<file path="config.mk">
export PLATFORM = sky130hd
export DESIGN_NAME = sha256_w_unroll
export DESIGN_NICKNAME = d
export VERILOG_FILES = /design/src/rtl/sha256_pkg.sv /design/src/rtl/sha256_w_back_step.sv /design/src/rtl/sha256_w_unroll.sv
export SDC_FILE = /design/constraint.sdc
export NUM_CORES = 1
export LEC_CHECK = 0
export CORE_MARGIN = 2
export CORE_UTILIZATION = 44
export CTS_CLUSTER_DIAMETER = 150
export DETAILED_ROUTE_END_ITERATION = 8
export PLACE_DENSITY = 0.79
export SKIP_LAST_GASP = 1
export SLEW_MARGIN = 20
export SYNTH_ARGS = -nofsm -noshare
export SYNTH_HDL_FRONTEND = slang
export SYNTH_HIERARCHICAL = 1
export SYNTH_SLANG_ARGS = --single-unit
</file>
<file path="constraint.sdc">
create_clock -name CLK -period 4.2 [get_ports CLK]
set_input_delay 0.42 -clock CLK [delete_from_list [all_inputs] [get_ports CLK]]
set_output_delay 0.42 -clock CLK [all_outputs]
set_load 0.02 [all_outputs]
</file>
<file path="src/rtl/sha256_pkg.sv">
// Shared SHA-256 message-schedule definitions: word sizes, sigma functions and
// the FSM state encoding used by the schedule roll-back logic.
package sha256_pkg;

    localparam int WORD_W    = 32;
    localparam int WIN_WORDS = 16;
    localparam int WIN_W     = WORD_W * WIN_WORDS;

    typedef enum logic {
        IDLE = 1'b0,
        RUN  = 1'b1
    } state_e;

    function automatic logic [WORD_W-1:0] s0(input logic [WORD_W-1:0] x);
        return {x[6:0], x[31:7]} ^ {x[17:0], x[31:18]} ^ (x >> 3);
    endfunction

    function automatic logic [WORD_W-1:0] s1(input logic [WORD_W-1:0] x);
        return {x[16:0], x[31:17]} ^ {x[18:0], x[31:19]} ^ (x >> 10);
    endfunction

endpackage

</file>
<file path="src/rtl/sha256_w_back_step.sv">
// One backwards step of the SHA-256 schedule: recovers the word just older than
// the window and returns the window slid one word towards the past.
module sha256_w_back_step
    import sha256_pkg::*;
(
    input  logic [WIN_W-1:0]  win_i,
    output logic [WORD_W-1:0] word_o,
    output logic [WIN_W-1:0]  win_o
);

    logic [WORD_W-1:0] w [WIN_WORDS];

    // w[0] is the oldest word (top of the packed vector), w[15] the newest
    genvar gi;
    generate
        for (gi = 0; gi < WIN_WORDS; gi++) begin : g_unpack
            assign w[gi] = win_i[WIN_W-1-gi*WORD_W -: WORD_W];
        end
    endgenerate

    assign word_o = w[15] - s1(w[13]) - w[8] - s0(w[0]);
    assign win_o  = {word_o, win_i[WIN_W-1:WORD_W]};

endmodule

</file>
<file path="src/rtl/sha256_w_unroll.sv">
// Rolls a 16-word SHA-256 schedule window back to W[0], one word per beat.
// Define SHA256_W_UNROLL_WINDOW_OUT_EN to expose the recovered message block.
module sha256_w_unroll
    import sha256_pkg::*;
#(
    parameter int TOP_MAX = 63,
    parameter int IDX_W   = 6
) (
    input  logic               CLK,
    input  logic               RST,
    input  logic               start_valid,
    output logic               start_ready,
    input  logic [WIN_W-1:0]   window_in,
    input  logic [IDX_W-1:0]   top_index_in,
    output logic               w_out_valid,
    input  logic               w_out_ready,
    output logic [WORD_W-1:0]  w_out,
    output logic [IDX_W-1:0]   w_out_index,
    output logic               busy,
    output logic               done,
    output logic               err
`ifdef SHA256_W_UNROLL_WINDOW_OUT_EN
    ,
    output logic [WIN_W-1:0]   window_out,
    output logic               window_out_valid
`endif
);

    localparam logic [IDX_W:0]   TOP_LO_X = (IDX_W+1)'(15);
    localparam logic [IDX_W:0]   TOP_HI_X = (IDX_W+1)'(TOP_MAX);
    localparam logic [IDX_W-1:0] TOP_LO   = IDX_W'(15);
    localparam logic [IDX_W-1:0] ONE      = IDX_W'(1);

    state_e             state_q, state_d;
    logic [WIN_W-1:0]   win_q, win_d;
    logic [IDX_W-1:0]   j_q, j_d;
    logic               done_q, done_d;
    logic               err_q, err_d;
    logic [WORD_W-1:0]  rec_word;
    logic [WIN_W-1:0]   win_shift;
    logic [IDX_W:0]     top_x;

`ifdef SHA256_W_UNROLL_WINDOW_OUT_EN
    logic               wov_q, wov_d;
`endif

    sha256_w_back_step u_step (
        .win_i  (win_q),
        .word_o (rec_word),
        .win_o  (win_shift)
    );

    // Zero-extended so the upper-bound check stays meaningful when TOP_MAX fills IDX_W
    assign top_x = {1'b0, top_index_in};

    always_comb begin
        state_d = state_q;
        win_d   = win_q;
        j_d     = j_q;
        done_d  = 1'b0;
        err_d   = err_q;
`ifdef SHA256_W_UNROLL_WINDOW_OUT_EN
        wov_d   = wov_q;
`endif
        case (state_q)
            IDLE: begin
                if (start_valid) begin
                    if (top_x < TOP_LO_X || top_x > TOP_HI_X) begin
                        err_d = 1'b1;
                    end else begin
                        win_d = window_in;
                        if (top_index_in == TOP_LO) begin
                            done_d = 1'b1;
`ifdef SHA256_W_UNROLL_WINDOW_OUT_EN
                            wov_d  = 1'b1;
`endif
                        end else begin
                            state_d = RUN;
                            j_d     = top_index_in - TOP_LO;
`ifdef SHA256_W_UNROLL_WINDOW_OUT_EN
                            wov_d   = 1'b0;
`endif
                        end
                    end
                end
            end
            RUN: begin
                if (w_out_ready) begin
                    win_d = win_shift;
                    j_d   = j_q - ONE;
                    // j_q == 1 means the word being accepted is W[0]
                    if (j_q == ONE) begin
                        state_d = IDLE;
                        done_d  = 1'b1;
`ifdef SHA256_W_UNROLL_WINDOW_OUT_EN
                        wov_d   = 1'b1;
`endif
                    end
                end
            end
            default: state_d = IDLE;
        endcase
    end

    always_ff @(posedge CLK) begin
        if (!RST) begin
            state_q <= IDLE;
            win_q   <= '0;
            j_q     <= '0;
            done_q  <= 1'b0;
            err_q   <= 1'b0;
`ifdef SHA256_W_UNROLL_WINDOW_OUT_EN
            wov_q   <= 1'b0;
`endif
        end else begin
            state_q <= state_d;
            win_q   <= win_d;
            j_q     <= j_d;
            done_q  <= done_d;
            err_q   <= err_d;
`ifdef SHA256_W_UNROLL_WINDOW_OUT_EN
            wov_q   <= wov_d;
`endif
        end
    end

    assign start_ready = (state_q == IDLE);
    assign busy        = (state_q == RUN);
    assign w_out_valid = (state_q == RUN);
    assign w_out       = (state_q == RUN) ? rec_word : '0;
    assign w_out_index = (state_q == RUN) ? (j_q - ONE) : '0;
    assign done        = done_q;
    assign err         = err_q;

`ifdef SHA256_W_UNROLL_WINDOW_OUT_EN
    assign window_out       = win_q;
    assign window_out_valid = wov_q;
`endif

endmodule

</file>
== After elaboration in Yosys (flattened, before gate mapping) ==
Cells that the tools add are included.

* Flip-flop bits (word level): 521
* Bits of input ports: 522
* Output and inout port bits: 43
* Word-level logic and storage cells: 50

* $add $sub $neg: 5
* Magnitude comparators: 2
* Equal/unequal tests: 6
* Multiplexer cells: 23
* Bitwise logic cells: 5
* Reduce and logical (&&, ||, !) cells: 4

{| class="wikitable"
|+ Operators with widths
! kind !! count
|-
| 2-to-1 mux 512 bit || 3
|-
| case mux 512 bit (2 select lines) || 1
|-
| subtractor 32 bit || 3
|-
| bitwise XOR 32 bit || 2
|-
| 2-to-1 mux 32 bit || 1
|-
| bitwise XOR 32 x 22 -> 32 bit || 1
|-
| bitwise XOR 32 x 29 -> 32 bit || 1
|-
| 2-to-1 mux 6 bit || 5
|-
| case mux 6 bit (2 select lines) || 1
|-
| 2-to-1 mux 1 bit || 10
|-
| inequality test 2 bit, second input constant || 4
|-
| equality test 6 x 1 -> 1 bit, second input constant || 1
|-
| equality test 6 x 4 -> 1 bit, second input constant || 1
|-
| greater-than comparator 6 bit, second input constant || 1
|-
| < comparator 6 x 4 -> 1 bit, second input constant || 1
|-
| AND reduction 3 bit || 2
|-
| subtractor 6 x 1 -> 6 bit, second input constant || 1
|-
| subtractor 6 x 4 -> 6 bit, second input constant || 1
|-
| case mux 1 bit (2 select lines) || 2
|-
| AND reduction 4 bit || 1
|-
| logical OR 1 bit || 1
|-
| NOT 1 bit || 1
|}

== Longest topological paths before layout ==
Gate-level depths: netlist of run 1.

* Depth in word-level cells: 7
* Gate-level depth with buffers: 18
* Gate-level depth less buffers: 17

== Hierarchy ==
The synthesis of run 1 kept the hierarchy.

{| class="wikitable"
|+ Modules (own cells, without submodules)
! module !! times used !! cells an instance !! area each (um2) !! seq. area each (um2)
|-
| sha256_w_unroll || 1 || 2392 || 24430.9 || 10430.0
|-
| sha256_w_back_step || 1 || 1105 || 8508.2 || 0.0
|}

== Worst setup path after synthesis of run 1 ==
OpenSTA, ideal clock, no wires.

* Path kind: flip-flop to output port
* Start point: reg win_q[84]
* End point: out w_out[27]
* Arrival: 3.834 ns
* Slack: -0.054 ns
* Stages on the path, launching flop included: 17
* Buffers on the path: 1
* Path through: dfxtp_1 xor2_1 xnor2_1 fa_1 inv_1 fa_1 inv_1 ha_1 and4_1 o21ai_2 a31oi_2 o2111ai_2 or3b_4 and4_4 nor3_1 buf_4 and2_1

* Cells in the longest elaborated chain, start to end: 6

{| class="wikitable"
|+ Ends and longest elaborated chain
! element !! line !! text
|-
| from (decl) || sha256_w_unroll.sv:35 || <nowiki>logic [WIN_W-1:0] win_q, win_d;</nowiki>
|-
| from (signal assigned) || sha256_w_unroll.sv:117 || <nowiki>win_q <= win_d;</nowiki>
|-
| bitwise XOR 32 bit || sha256_pkg.sv:19 || <nowiki>return {x[16:0], x[31:17]} ^ {x[18:0], x[31:19]} ^ (x >> 10);</nowiki>
|-
| bitwise XOR 32 x 22 -> 32 bit (*) || sha256_pkg.sv:19 ||
|-
| subtractor 32 bit (*) (3 in series) || sha256_w_back_step.sv:21 || <nowiki>assign word_o = w[15] - s1(w[13]) - w[8] - s0(w[0]);</nowiki>
|-
| via win_shift[507] || sha256_w_unroll.sv:40 || <nowiki>logic [WIN_W-1:0] win_shift;</nowiki>
|-
| 2-to-1 mux 32 bit (*) || sha256_w_unroll.sv:130 || <nowiki>assign w_out = (state_q == RUN) ? rec_word : '0;</nowiki>
|-
| to (decl) || sha256_w_unroll.sv:17 || <nowiki>output logic [WORD_W-1:0] w_out,</nowiki>
|}

The timed path passes the listed nets; every way through them passes the cells marked *.

== Final worst setup path of run 1 ==
* Start point: reg win_q[499]
* End point: out w_out[26]

* Cells in the longest elaborated chain, start to end: 4

{| class="wikitable"
|+ Ends and longest elaborated chain
! element !! line !! text
|-
| bitwise XOR 32 bit || sha256_pkg.sv:15 || <nowiki>return {x[6:0], x[31:7]} ^ {x[17:0], x[31:18]} ^ (x >> 3);</nowiki>
|-
| bitwise XOR 32 x 29 -> 32 bit (*) || sha256_pkg.sv:15 ||
|-
| subtractor 32 bit (*) || sha256_w_back_step.sv:21 ||
|-
| via win_shift[506] || sha256_w_unroll.sv:40 ||
|-
| 2-to-1 mux 32 bit (*) || sha256_w_unroll.sv:130 ||
|}

Marked as above.

==> results of run 1 <==
-- logic make-up (layout without fill, tap and decap cells) --
| logic type | count (synthesis) | count (layout) | synth area share, % |
|---|---|---|---|
| XOR/XNOR | 154 | 154 | 4.095 |
| buffers and inverters | 924 | 1137 | 17.26 |
| other | 0 | 26 | 0 |
| adder cells (fa/ha/maj) | 97 | 97 | 5.098 |
| flip-flops | 521 | 521 | 31.66 |
| multiplexers | 513 | 513 | 15.59 |
| AND/OR/NAND/NOR | 651 | 651 | 8.098 |
| AO/OA/AOI/OAI | 637 | 637 | 18.19 |
-- state kept, by name, summed over array words and instances, names as in the netlist --
signal  count
win_q     512
err         1
busy        1
done        1
j_q         6
-- routing by layer --
layer | up-vias | wire, um | track usage, %
li1 | 11870 | - | -
met1 | 12430 | 46560 | 35.10
met2 | 888 | 52710 | 45.92
met3 | 247 | 7258 | 5.660
met4 | 30 | 5317 | 12.40
met5 | - | 191 | 0
-- worst max-delay path by stage --
stage | start | end | slack, ns
floorplan | win_q[500] | w_out[27] | 0.009
finish | win_q[499] | w_out[26] | -0.86
global route | win_q[499] | w_out[26] | -1.02
CTS | win_q[84] | w_out[30] | -0.84
global placement | win_q[499] | w_out[31] | -0.41
detailed placement | win_q[499] | w_out[31] | -0.44
-- worst max-delay path: cells and delay by family (launching register included) --
| kind | cells | cell delay (ns) |
|---|---|---|
| AOI/OAI and AO/OA | 4 | 1.06 |
| xor gates and xnor gates | 3 | 0.54 |
| adders and majority gates | 3 | 1.26 |
| buffers and inverters | 5 | 0.51 |
| DFF | 1 | 0.39 |
| and+or+nand+nor | 2 | 0.22 |
-- metrics by stage --
step	hold slack, ns	area, um2	power (mW)	TNS, ns	worst slack [ns]
after detailed placement	0.4856	37320	32.57	-5.554	-0.4386
after global placement	0.4785	37320	32.56	-5.437	-0.4068
after CTS	0.3627	40420	42.71	-16.74	-0.8433
after global routing	0.4174	41070	48.75	-21.89	-1.018
final	0.4030	41080	46.37	-16.57	-0.8635
after floorplan	0.4718	32950	22.69	0	0.008961
-- where the power goes --
part / total (mW) / switching, mW / internal, mW
clock: 5.41 / 2.22 / 3.20
sequential: 6.18 / 0.596 / 5.59
combinational: 34.8 / 17.1 / 17.7
total: 46.4 / 19.9 / 26.5
-- what timing repair did --
| item | 4_1_cts | 5_1_grt |
|---|---|---|
| setup endpoints to repair | 46 | 48 |
| pin swaps | 68 | 52 |
| setup buffers | 16 | 12 |
| gates resized for setup | 212 | 108 |
-- final cells by class --
type	instances	area (um2)	area share, %
clock buffer	86	1717	4.179
inverter	168	630.6	1.535
clock inverter	17	314.1	0.7645
sequential	521	10500	25.57
timing repair buffer	866	8458	20.59
multi-input combinational	2052	18180	44.25
antenna	26	65.06	0.1584
tap	969	1212	2.952
-- cells in the final DEF (no fill, tap or decap), drive strengths merged, types with 3 or more instances in the layout --
cell type,synthesis,final
nand2,544,544
clkdlybuf4s50,0,532
dfxtp,521,521
o211a,513,513
mux2i,513,513
buf,658,333
inv,168,169
clkbuf,98,86
xnor2,86,86
xor2,68,68
fa,62,62
a21oi,38,38
and2,35,35
ha,35,35
o21ai,28,28
diode,0,26
nor2,23,23
a21o,15,15
nor3,9,9
clkinv,0,9
nand3,8,8
nor2b,8,8
o31ai,8,8
bufinv,0,6
nand4,6,6
a31oi,5,5
a311oi,4,4
o21bai,4,4
o21a,3,3
nand2b,3,3
nor4,3,3
and4,3,3
==> impl_metrics.env, run 1 <==
export IMPL_status="complete, but fails checks"
export IMPL_violations="setup timing"
export IMPL_rsz0062_at_grt="yes"
export IMPL_crit_type="reg2out"
export IMPL_synth_common_cells="buf_4 (557), nand2_1 (543), dfxtp_1 (521)"
export IMPL_postRouteAntennaNets=0
export IMPL_yosysMostFrequentCell="buf_4"
export IMPL_rows=100
export IMPL_gp_congestion=0.9898
export IMPL_syn_avg_cell_area_um2=9.419
export IMPL_synthCells=3497
export IMPL_hold_path_class="in2reg"
export IMPL_grt_pass1_vias=24760
export IMPL_synth_distinct_cells=66
export IMPL_ios=565
export IMPL_reg2reg_to="win_q[506]"
export IMPL_coreArea_um2=74320
export IMPL_synth_seq_cells=521
export IMPL_crit_chain="xor2_4, xnor2_2, fa_1, inv_1, fa_1, inv_2, ha_4, buf_6, a21o_1, a221oi_4, o21ai_4, a2111oi_4, buf_4, nor3_2, xor2_1, and2_4, buf_12"
export IMPL_area_delta_synth_final_pct=24.71
export IMPL_root_buffer="clkbuf_16"
export IMPL_worstSetupEndpointType="primary output"
export IMPL_ir_worst_vdd_mv=1.372
export IMPL_finalSetupViolations=33
export IMPL_drtIter0Drc=2125
export IMPL_nFillCells=6514
export IMPL_setup_ws_ns=-0.8635
export IMPL_finalCritPeriodShare_pct=120.6
export IMPL_r2r_cells=19
export IMPL_dp_cells=4551
export IMPL_crit_path_frequent_cell="fa_1"
export IMPL_ys_flop_type="dfxtp_1"
export IMPL_synth_seq_area_share_pct=31.66
export IMPL_vias=25470
export IMPL_dieArea_um2=77070
export IMPL_cts_path_max_buffers=3
export IMPL_cp_required_ns=3.78
export IMPL_min_to="win_q[197]"
export IMPL_ys_warn_count=6
export IMPL_crit_fanout=4
export IMPL_leakagePower_nw=21.26
export IMPL_stdcell_count=4705
export IMPL_numCtsBuffers=58
export IMPL_maxCapViolations=0
export IMPL_synth_edff_count=0
export IMPL_grt_usage_pct=27.83
export IMPL_h_tree_depth=2
export IMPL_synth_top_area_share_pct=31.66
export IMPL_grt_antenna_before_repair=42
export IMPL_critical_path_arrival_ns=4.64
export IMPL_synth_largest_area_cell="dfxtp_1"
export IMPL_grt_max_degree=224
export IMPL_critical_path_slowest_cell="fa_1"
export IMPL_slew_violations=0
export IMPL_die_x_um=277.6
export IMPL_routed_wl_um=112000
export IMPL_synth_area_leaders="dfxtp_1 (32%), mux2i_1 (16%), o211a_1 (16%)"
export IMPL_syn_area_um2=32940
export IMPL_tightest_slew_ns=0.9296
export IMPL_numPortBuffers=564
export IMPL_clock_skew_ns=0.04095
export IMPL_start_util_pct=44.32
export IMPL_r2r_start="win_q[499]"
export IMPL_worstHoldStart="RST"
export IMPL_cp_start_kind="register"
export IMPL_relSlewSlack_pct=38.03
export IMPL_grt_overflow=0
export IMPL_hold_depth=2
export IMPL_dp_hpwl_um=87320
export IMPL_r2r_slack_ns=-0.20
export IMPL_drc_errors=0
export IMPL_postCtsHoldBufs=0
export IMPL_clock_latency_ns=0.66
export IMPL_grt_pass1_wl_um=160300
export IMPL_drt_pass1_iter_count=6
export IMPL_wl_per_cell_um=23.81
export IMPL_fmax_mhz=197.5
export IMPL_utilization_pct=55.27
export IMPL_cts_sinks=521
export IMPL_clkTransAtPathRegs_ns=0.07
export IMPL_period_minus_slack_ns=5.064
export IMPL_final_layout_size_suffix_gt1_share_pct=18.30
export IMPL_p_per_area_nw_per_um2=1129
export IMPL_synthesis_nets=4116
export IMPL_via_per_inst=5.413
export IMPL_hold_violations=0
export IMPL_cpPeakStageDelay_ns=0.54
export IMPL_fin_nets=4286
export IMPL_cts_tree="done"
export IMPL_ys_async_sr_fraction_pct=0
export IMPL_die_h_um=277.6
Power figures use the tool's default switching activity.
==> run 2: changes to the inputs <==
- CORE_MARGIN: 2 -> 5
- CORE_UTILIZATION: 44 -> 49
- PLACE_DENSITY: 0.79 -> 0.86
- SKIP_LAST_GASP: 1 -> unset
==> run 2 against run 1 <==
Against the previous run: the run still ends with setup timing left; die area shrank 5.9%; sequential power is essentially flat; count of clock-buffer cells in the layout is 2 lower; clock skew grew 0.036 ns; largest cell class unchanged.
==> impl_metrics.env, run 2 (same netlist as run 1, synthesis figures left out) <==
export IMPL_status="complete, but fails checks"
export IMPL_violations="setup timing"
export IMPL_drtIter0Drc=2225
export IMPL_die_h_um=269.3
export IMPL_grt_usage_pct=28.77
export IMPL_leakagePower_nw=21.07
export IMPL_hold_ws_ns=0.3445
export IMPL_final_cell_mix="nand2_1 (532), clkdlybuf4s50_1 (532), mux2i_1 (513), o211a_1 (513), dfxtp_1 (484)"
export IMPL_fin_nets=4276
export IMPL_multi_input_comb_area_um2=18040
export IMPL_fmax_mhz=198.7
export IMPL_postRouteAntennaNets=0
export IMPL_register_area_um2=10510
export IMPL_cp_required_ns=3.78
export IMPL_die_x_um=269.3
export IMPL_ios=565
export IMPL_coreArea_um2=66920
export IMPL_power_share_clock_pct=11.2
export IMPL_dp_hpwl_um=86870
export IMPL_fin_area_um2=40590
export IMPL_crit_fanout=3
export IMPL_combPwrFrac_pct=75.0
export IMPL_grt_pass1_vias=24720
export IMPL_routed_wl_um=112500
export IMPL_numPortBuffers=564
export IMPL_p_int_mw=25.37
export IMPL_p_seq_share_pct=13.9
export IMPL_grt_overflow=0
export IMPL_grt_antenna_before_repair=59
export IMPL_vias=25790
export IMPL_grt_max_degree=192
export IMPL_period_minus_slack_ns=5.032
export IMPL_clock_skew_ns=0.07740
export IMPL_cp_start_kind="register"
export IMPL_worstSetupEndpointType="primary output"
export IMPL_relSlewSlack_pct=45.14
export IMPL_area_delta_synth_final_pct=23.21
export IMPL_h_tree_depth=2
export IMPL_clock_latency_ns=0.67
export IMPL_via_per_inst=5.583
export IMPL_switching_power_mw=19.23
export IMPL_p_per_area_nw_per_um2=1099
export IMPL_wl_per_cell_um=24.35
export IMPL_final_layout_size_suffix_gt1_share_pct=17.28
export IMPL_numCtsBuffers=56
export IMPL_dpl_cell_area_um2=37040
export IMPL_grt_pass1_wl_um=159000
export IMPL_start_util_pct=49.22
export IMPL_root_buffer="clkbuf_16"
export IMPL_cts_path_max_buffers=3
export IMPL_cts_tree="done"
export IMPL_nFillCells=5431
export IMPL_reg_top3="win_q x512, j_q x6"
export IMPL_hold_violations=0
export IMPL_setup_ws_ns=-0.8320
export IMPL_maxCapViolations=0
export IMPL_utilization_pct=60.65
export IMPL_dp_cells=4441
export IMPL_drt_pass1_iter_count=7
export IMPL_top_register="win_q"
export IMPL_rsz0062_at_grt="yes"
export IMPL_slew_violations=0
export IMPL_dieArea_um2=72510
export IMPL_stdcell_count=4619
export IMPL_dp_slack_ns=-0.4153
export IMPL_r2r_slack_ns=-0.12
export IMPL_tightest_slew_ns=0.8228
export IMPL_swShare_pct=43.12
export IMPL_clkTransAtPathRegs_ns=0.06
export IMPL_cts_sinks=521
export IMPL_gp_congestion=1.005
export IMPL_drc_errors=0
export IMPL_hold_path_class="in2reg"
export IMPL_largest_register_ffs=512
export IMPL_critical_path_arrival_ns=4.61
export IMPL_finalSetupViolations=30
export IMPL_crit_type="reg2out"
export IMPL_finalCritPeriodShare_pct=119.8
export IMPL_rows=95
export IMPL_ir_worst_vdd_mv=1.256
-- run 2: changes by cell type in the layout (fill, tap and decap cells not counted), sizes merged --
cell and delta:
diode +23, buf -9, bufinv -4, clkbuf -2, clkinv +1, dlygate4sd2 +1
-- run 2: critical path: stages, from the launching register on --
cell and delay (ns):
dfxtp_1 0.44, xor2_1 0.13, xnor2_1 0.44, fa_1 0.51, inv_1 0.09, fa_1 0.41, inv_1 0.07, ha_1 0.25
a21o_1 0.16, a21o_1 0.19, a21oi_1 0.17, o221ai_1 0.13, o21ai_0 0.14, o31ai_2 0.13, buf_4 0.18, xnor2_4 0.22
and2_4 0.20, buf_12 0.12
-- run 2: routing by layer --
metal	up-vias	GRT usage, %	routed length (um)
li1	11880	-	-
met1	12520	36.19	45660
met2	1080	46.74	52010
met3	286	5.788	7869
met4	18	15.42	6825
met5	-	0	115
-- run 2: per-stage QoR --
step                      setup TNS, ns  power (mW)
after floorplan                       0       22.69
after global placement           -3.624       31.32
after detailed placement         -4.453       31.31
after CTS                        -14.10       40.72
after global routing             -18.63       46.95
final                            -14.79       44.61
-- run 2: power groups by stage --
stage	registers, mW	clock network (mW)	logic, mW
global route	6.24	5.24	35.5
floorplan	6.05	0	16.6
global placement	6.18	0	25.1
CTS	6.14	5.02	29.6
detailed placement	6.21	0	25.1
finish	6.19	4.98	33.4
-- run 2: path summary, 6_finish.rpt --
path,end,cells past startpoint,start
setup reg to reg,win_q[501],18,win_q[487]
setup / recovery,w_out[31],17,win_q[511]
hold / removal,win_q[210],2,RST
hold reg to reg,win_q[363],1,win_q[363]
-- run 2: final cells by class --
cell class	count	share of cell area [%]
clock buffers	84	4.008
well taps	873	2.691
diodes	49	0.3021
multi-input cells	2052	44.44
repair buffers	858	20.59
flip-flops and latches	521	25.89
clock inverters	14	0.5148
inverters	168	1.554
-- run 2: repair_timing --
action,in CTS,in global routing
resized for setup,178,111
hold buffers,0,0
pin swaps,58,50
setup endpoints to repair,42,45
buffers inserted,18,15
